## src/rtl/memory_unit.sv

```systemverilog
// rtl/memory_unit.sv - load/store front end that turns byte..double requests into aligned 64-bit lane-masked bus transfers
// Three-state handshake: IDLE accepts, REQ waits for transfer_busy to rise, WAIT waits for it to fall.
module memory_unit #(
  parameter int DATA_SIZE = 64,
  parameter int ADDR_SIZE = 64
) (
  input  logic                 clock,
  input  logic                 reset,
  input  logic                 rd_req,
  input  logic                 wr_req,
  input  logic [1:0]           size,
  input  logic                 unsigned_load,
  input  logic [ADDR_SIZE-1:0] addr,
  input  logic [DATA_SIZE-1:0] wdata,
  output logic                 req_ready,
  output logic [DATA_SIZE-1:0] rdata,
  output logic                 done,
  output logic                 misaligned,
  output logic [ADDR_SIZE-1:0] mem_address,
  output logic                 transfer_enable,
  output logic [7:0]           byte_write_enable,
  output logic [DATA_SIZE-1:0] write_data,
  input  logic [DATA_SIZE-1:0] read_data,
  input  logic                 transfer_busy
);

  typedef enum logic [1:0] {
    S_IDLE = 2'd0,
    S_REQ  = 2'd1,
    S_WAIT = 2'd2
  } state_t;

  state_t state_q, state_d;

  logic [DATA_SIZE-1:0] rdata_q, rdata_d;
  logic                 done_q, done_d;
  logic                 mis_q, mis_d;
  logic [ADDR_SIZE-1:0] addr_q, addr_d;
  logic                 te_q, te_d;
  logic [7:0]           bwe_q, bwe_d;
  logic [DATA_SIZE-1:0] wd_q, wd_d;
  logic [2:0]           lane_q, lane_d;
  logic [1:0]           size_q, size_d;
  logic                 uns_q, uns_d;
  logic                 write_q, write_d;

  logic accept;
  logic is_aligned;

  function automatic logic [7:0] base_mask(input logic [1:0] sz);
    case (sz)
      2'b00:   base_mask = 8'h01;
      2'b01:   base_mask = 8'h03;
      2'b10:   base_mask = 8'h0F;
      default: base_mask = 8'hFF;
    endcase
  endfunction

  function automatic logic [63:0] size_mask(input logic [1:0] sz);
    case (sz)
      2'b00:   size_mask = 64'h0000_0000_0000_00FF;
      2'b01:   size_mask = 64'h0000_0000_0000_FFFF;
      2'b10:   size_mask = 64'h0000_0000_FFFF_FFFF;
      default: size_mask = 64'hFFFF_FFFF_FFFF_FFFF;
    endcase
  endfunction

  function automatic logic aligned(input logic [1:0] sz, input logic [2:0] lo);
    case (sz)
      2'b00:   aligned = 1'b1;
      2'b01:   aligned = (lo[0] == 1'b0);
      2'b10:   aligned = (lo[1:0] == 2'b00);
      default: aligned = (lo == 3'b000);
    endcase
  endfunction

  // raw is already shifted down so the addressed element sits in the low bits
  function automatic logic [63:0] extend(input logic [63:0] raw, input logic [1:0] sz,
                                         input logic uns);
    case (sz)
      2'b00:   extend = uns ? {56'd0, raw[7:0]}  : {{56{raw[7]}}, raw[7:0]};
      2'b01:   extend = uns ? {48'd0, raw[15:0]} : {{48{raw[15]}}, raw[15:0]};
      2'b10:   extend = uns ? {32'd0, raw[31:0]} : {{32{raw[31]}}, raw[31:0]};
      default: extend = raw;
    endcase
  endfunction

  assign accept     = rd_req | wr_req;
  assign is_aligned = aligned(size, addr[2:0]);

  always_ff @(posedge clock) begin
    if (reset) begin
      state_q <= S_IDLE;
      rdata_q <= '0;
      done_q  <= 1'b0;
      mis_q   <= 1'b0;
      addr_q  <= '0;
      te_q    <= 1'b0;
      bwe_q   <= 8'h00;
      wd_q    <= '0;
      lane_q  <= 3'd0;
      size_q  <= 2'd0;
      uns_q   <= 1'b0;
      write_q <= 1'b0;
    end else begin
      state_q <= state_d;
      rdata_q <= rdata_d;
      done_q  <= done_d;
      mis_q   <= mis_d;
      addr_q  <= addr_d;
      te_q    <= te_d;
      bwe_q   <= bwe_d;
      wd_q    <= wd_d;
      lane_q  <= lane_d;
      size_q  <= size_d;
      uns_q   <= uns_d;
      write_q <= write_d;
    end
  end

  always_comb begin
    state_d = state_q;
    case (state_q)
      S_IDLE:  if (accept && is_aligned) state_d = S_REQ;
      S_REQ:   if (transfer_busy) state_d = S_WAIT;
      S_WAIT:  if (!transfer_busy) state_d = S_IDLE;
      default: state_d = S_IDLE;
    endcase
  end

  always_comb begin
    rdata_d = rdata_q;
    done_d  = 1'b0;
    mis_d   = 1'b0;
    addr_d  = addr_q;
    te_d    = te_q;
    bwe_d   = bwe_q;
    wd_d    = wd_q;
    lane_d  = lane_q;
    size_d  = size_q;
    uns_d   = uns_q;
    write_d = write_q;
    case (state_q)
      S_IDLE: begin
        if (accept && !is_aligned) begin
          mis_d = 1'b1;
        end else if (accept) begin
          addr_d  = {addr[ADDR_SIZE-1:3], 3'b000};
          lane_d  = addr[2:0];
          size_d  = size;
          uns_d   = unsigned_load;
          write_d = wr_req;
          // store wins when both requests are raised together
          if (wr_req) begin
            te_d  = 1'b0;
            bwe_d = base_mask(size) << addr[2:0];
            wd_d  = (wdata & size_mask(size)) << {addr[2:0], 3'b000};
          end else begin
            te_d  = 1'b1;
            bwe_d = 8'h00;
          end
        end
      end
      S_WAIT: begin
        if (!transfer_busy) begin
          te_d   = 1'b0;
          bwe_d  = 8'h00;
          done_d = 1'b1;
          if (!write_q) begin
            rdata_d = extend(read_data >> {lane_q, 3'b000}, size_q, uns_q);
          end
        end
      end
      default: ;
    endcase
  end

  assign req_ready         = (state_q == S_IDLE) && !reset;
  assign rdata             = rdata_q;
  assign done              = done_q;
  assign misaligned        = mis_q;
  assign mem_address       = addr_q;
  assign transfer_enable   = te_q;
  assign byte_write_enable = bwe_q;
  assign write_data        = wd_q;

endmodule

```

## config.mk

```make
export PLATFORM = sky130hd
export DESIGN_NAME = memory_unit
export DESIGN_NICKNAME = d
export VERILOG_FILES = /design/src/rtl/memory_unit.sv
export SDC_FILE = /design/constraint.sdc
export NUM_CORES = 1
export LEC_CHECK = 0
export BUFFER_PORTS_ARGS = -buffer_cell sky130_fd_sc_hd__buf_2
export CORE_UTILIZATION = 37
export DETAILED_ROUTE_END_ITERATION = 16
export GPL_TIMING_DRIVEN = 1
export PLACE_DENSITY = 0.63
export SETUP_SLACK_MARGIN = 0.05
export SYNTH_ARGS = -nofsm -noshare
export SYNTH_HDL_FRONTEND = slang
export SYNTH_SLANG_ARGS = --single-unit
export TNS_END_PERCENT = 1
```

## constraint.sdc

```tcl
create_clock -name clock -period 2.4 [get_ports clock]
set_clock_uncertainty 0.05 [all_clocks]
set_input_delay 0.36 -clock clock [delete_from_list [all_inputs] [get_ports clock]]
set_output_delay 0.36 -clock clock [all_outputs]
set_load 0.01 [all_outputs]
```

==> flow_summary.toml <==
[die]
die_y_um = 173
pin_count = 404
start_util = 0.376
std_cell_rows = 62
die-area_um2 = 29800
fp.coreArea_um2 = 28700
die_x_um = 173

[timing]
hold_violations = 0
maxSlewHeadroom = 0.394
slew_viol_final = 0
setup_tns_ps = 0
timing.hold.ws_ps = 18.4
fmax_ghz = 0.435
worstMarginPinSlew_ps = 902
rsz0062_at_grt = "yes"
layout_min_cycle_time_ps = 2300
post-route-period-util = 0.958
finalSetupViolCount = 0

[detailed_routing]
vias = 11400
drcViolationCount = 0
top_layer = "met4"
wl_met3_um = 3130
routed_via_density = 5.47
avgRoutedWirePerCell_um = 19.0
met2_length_um = 18300
wl_um = 39400
wl_met1_um = 16600
drt_iter0_drc = 899
drtPass1Iterations = 6
ant_nets = 0

[yosys]
yosys_warnings = 0
synthFlopType = "dfxtp_1"
synth_area_um2 = 10800
ys_seq_area_frac = 0.388
syn_inst = 1317
avgSynthCellArea_um2 = 8.19
synthDistinctLibCells = 63
synth_seq_cells = 209
ys_async_sr_fraction = 0
synth_edf_count = 0

[final_layout]
layout_common_cells = "buf_2 (399), nand2_1 (219), dfxtp_1 (207)"
fin_area_um2 = 14100
fill_cells = 2865
layout_commonest_cell = "buf_2"
final_layout_size_suffix_gt1_frac = 0.375
syn_to_final_growth_pct = 30.7
nets = 1874

[setup_path]
crit_path_end_kind = "flop"
crit_start = "lane_q[1]"
cp_data_required_time_ps = 2810
cp-start-kind = "flop"
rr_startpoint = "lane_q[1]"
arrival_ps = 2710
path_class = "reg -> reg"
cp_max_fo = 28

[grt]
overflow = 0
grt_pass1_vias = 10700
grt_max_degree = 83
antenna_found_initial = 1
grt_pass1_wl_um = 60800
globalRouteTotalUtil = 0.253

[cts]
htreeDepth = 1
cts_buffer_depth = 3
cts.clk_slew.worst_paths_ps = 60
clock_latency_ps = 520
cts_buffers = 25
cts_tree = "built"
clock-sinks = 209
cts-root-buf = "clkbuf_16"

[job]
cap_violations = 0

[placed_design]
dp_hpwl_um = 29300
gp_congestion = 0.971
port_buffers = 400
placed_area_um2 = 13300

[power]
leakage_nw = 6.03
peakVddDrop_mv = 0.603
cellPowerDensity_nw_per_um2 = 666

[min_path]
holdCritPathClass = "in -> reg"
min_from = "addr[7]"

[outcome]
outcome = "completed"
## stage by stage
step | std cells | utilization | power [W] | setup WS, ps
after CTS | 2076 | 0.491 | 0.00947 | 122
after detailed placement | 2031 | 0.462 | 0.00562 | 154
final | 2077 | 0.491 | 0.00939 | 101
after global placement | 2031 | 0.462 | 0.00560 | 170
after global routing | 2077 | 0.491 | 0.00980 | 16.0
after floorplan | 1319 | - | 0.00488 | 367
## path summary, 6_finish.rpt
kind | endpoint | slack, ps | cells after the start
min | mem_address[7] | 20 | 3
max | rdata[10] | 100 | 6
min reg2reg | mem_address[40] | 400 | 2
max reg2reg | rdata[10] | 100 | 6
## cells by family (layout without fill, tap and decap cells)
group,after synthesis,in the layout,synth area share
mux,121,121,0.123
other cells,1,4,0.000348
xor+xnor,1,1,0.000812
compound gates,439,439,0.268
buf+inv,132,505,0.0544
simple gates,414,414,0.166
flops,209,209,0.388
## power by group
group          switching [W]  total [W]  leakage, nW  internal [W]
Clock                0.00151    0.00383        0.412       0.00232
Sequential          0.000103    0.00374         1.70       0.00363
Combinational        0.00107    0.00183         3.91      0.000752
## sequential cells by signal, summed over array words and instances, names as in the netlist
signal and flops:
write_q 1, lane_q 3, uns_q 1, done 1, byte_write_enable 8, size_q 2
write_data 64, misaligned 1, state_q 2, transfer_enable 1, mem_address 61, rdata 64
## what timing repair did
action / 4_1_cts / 5_1_grt
buffers inserted: 0 / 0
gates resized for setup: 0 / 1
setup endpoints to repair: 0 / 4
hold buffers: 0 / 0
## critical path: stages (launching register included)
cell	delay (ps)
dfxtp_2	380
buf_4	270
nor2b_1	690
a2bb2oi_1	230
mux2_2	300
o21a_1	160
a21oi_1	130
## Yosys cell counts (14+ instances only)
cell type  number  area share
nand2_1       219       0.076
dfxtp_1       209        0.39
a21oi_1       133       0.062
o21ai_0        92       0.043
nor2_1         86       0.030
clkbuf_1       83       0.029
mux2_2         69       0.072
mux2i_1        50       0.046
a22oi_1        44       0.031
a21oi_2        30       0.024
nand3_1        29       0.013
a211oi_1       23       0.016
buf_2          19      0.0088
o22ai_1        17      0.0099
nor3_1         15      0.0070
o211ai_1       14      0.0097
## per-layer routing
metal | global-route usage | up-vias
met4 | 0.0962 | 0
met1 | 0.326 | 5301
met2 | 0.413 | 540
met5 | 0 | -
li1 | - | 5434
met3 | 0.0536 | 80
## cell type report
cell class                      instances  area [µm²]  share of cell area
Clock inverter                         14         154              0.0109
Sequential cell                       209        4190               0.297
Multi-Input combinational cell        978        6060               0.430
Timing Repair Buffer                  454        2510               0.178
Clock buffer                           31         678              0.0481
Antenna cell                            1        2.50            0.000177
Tap cell                              384         480              0.0341
Inverter                                6        22.5             0.00160
(Power assumes the default switching activity.)
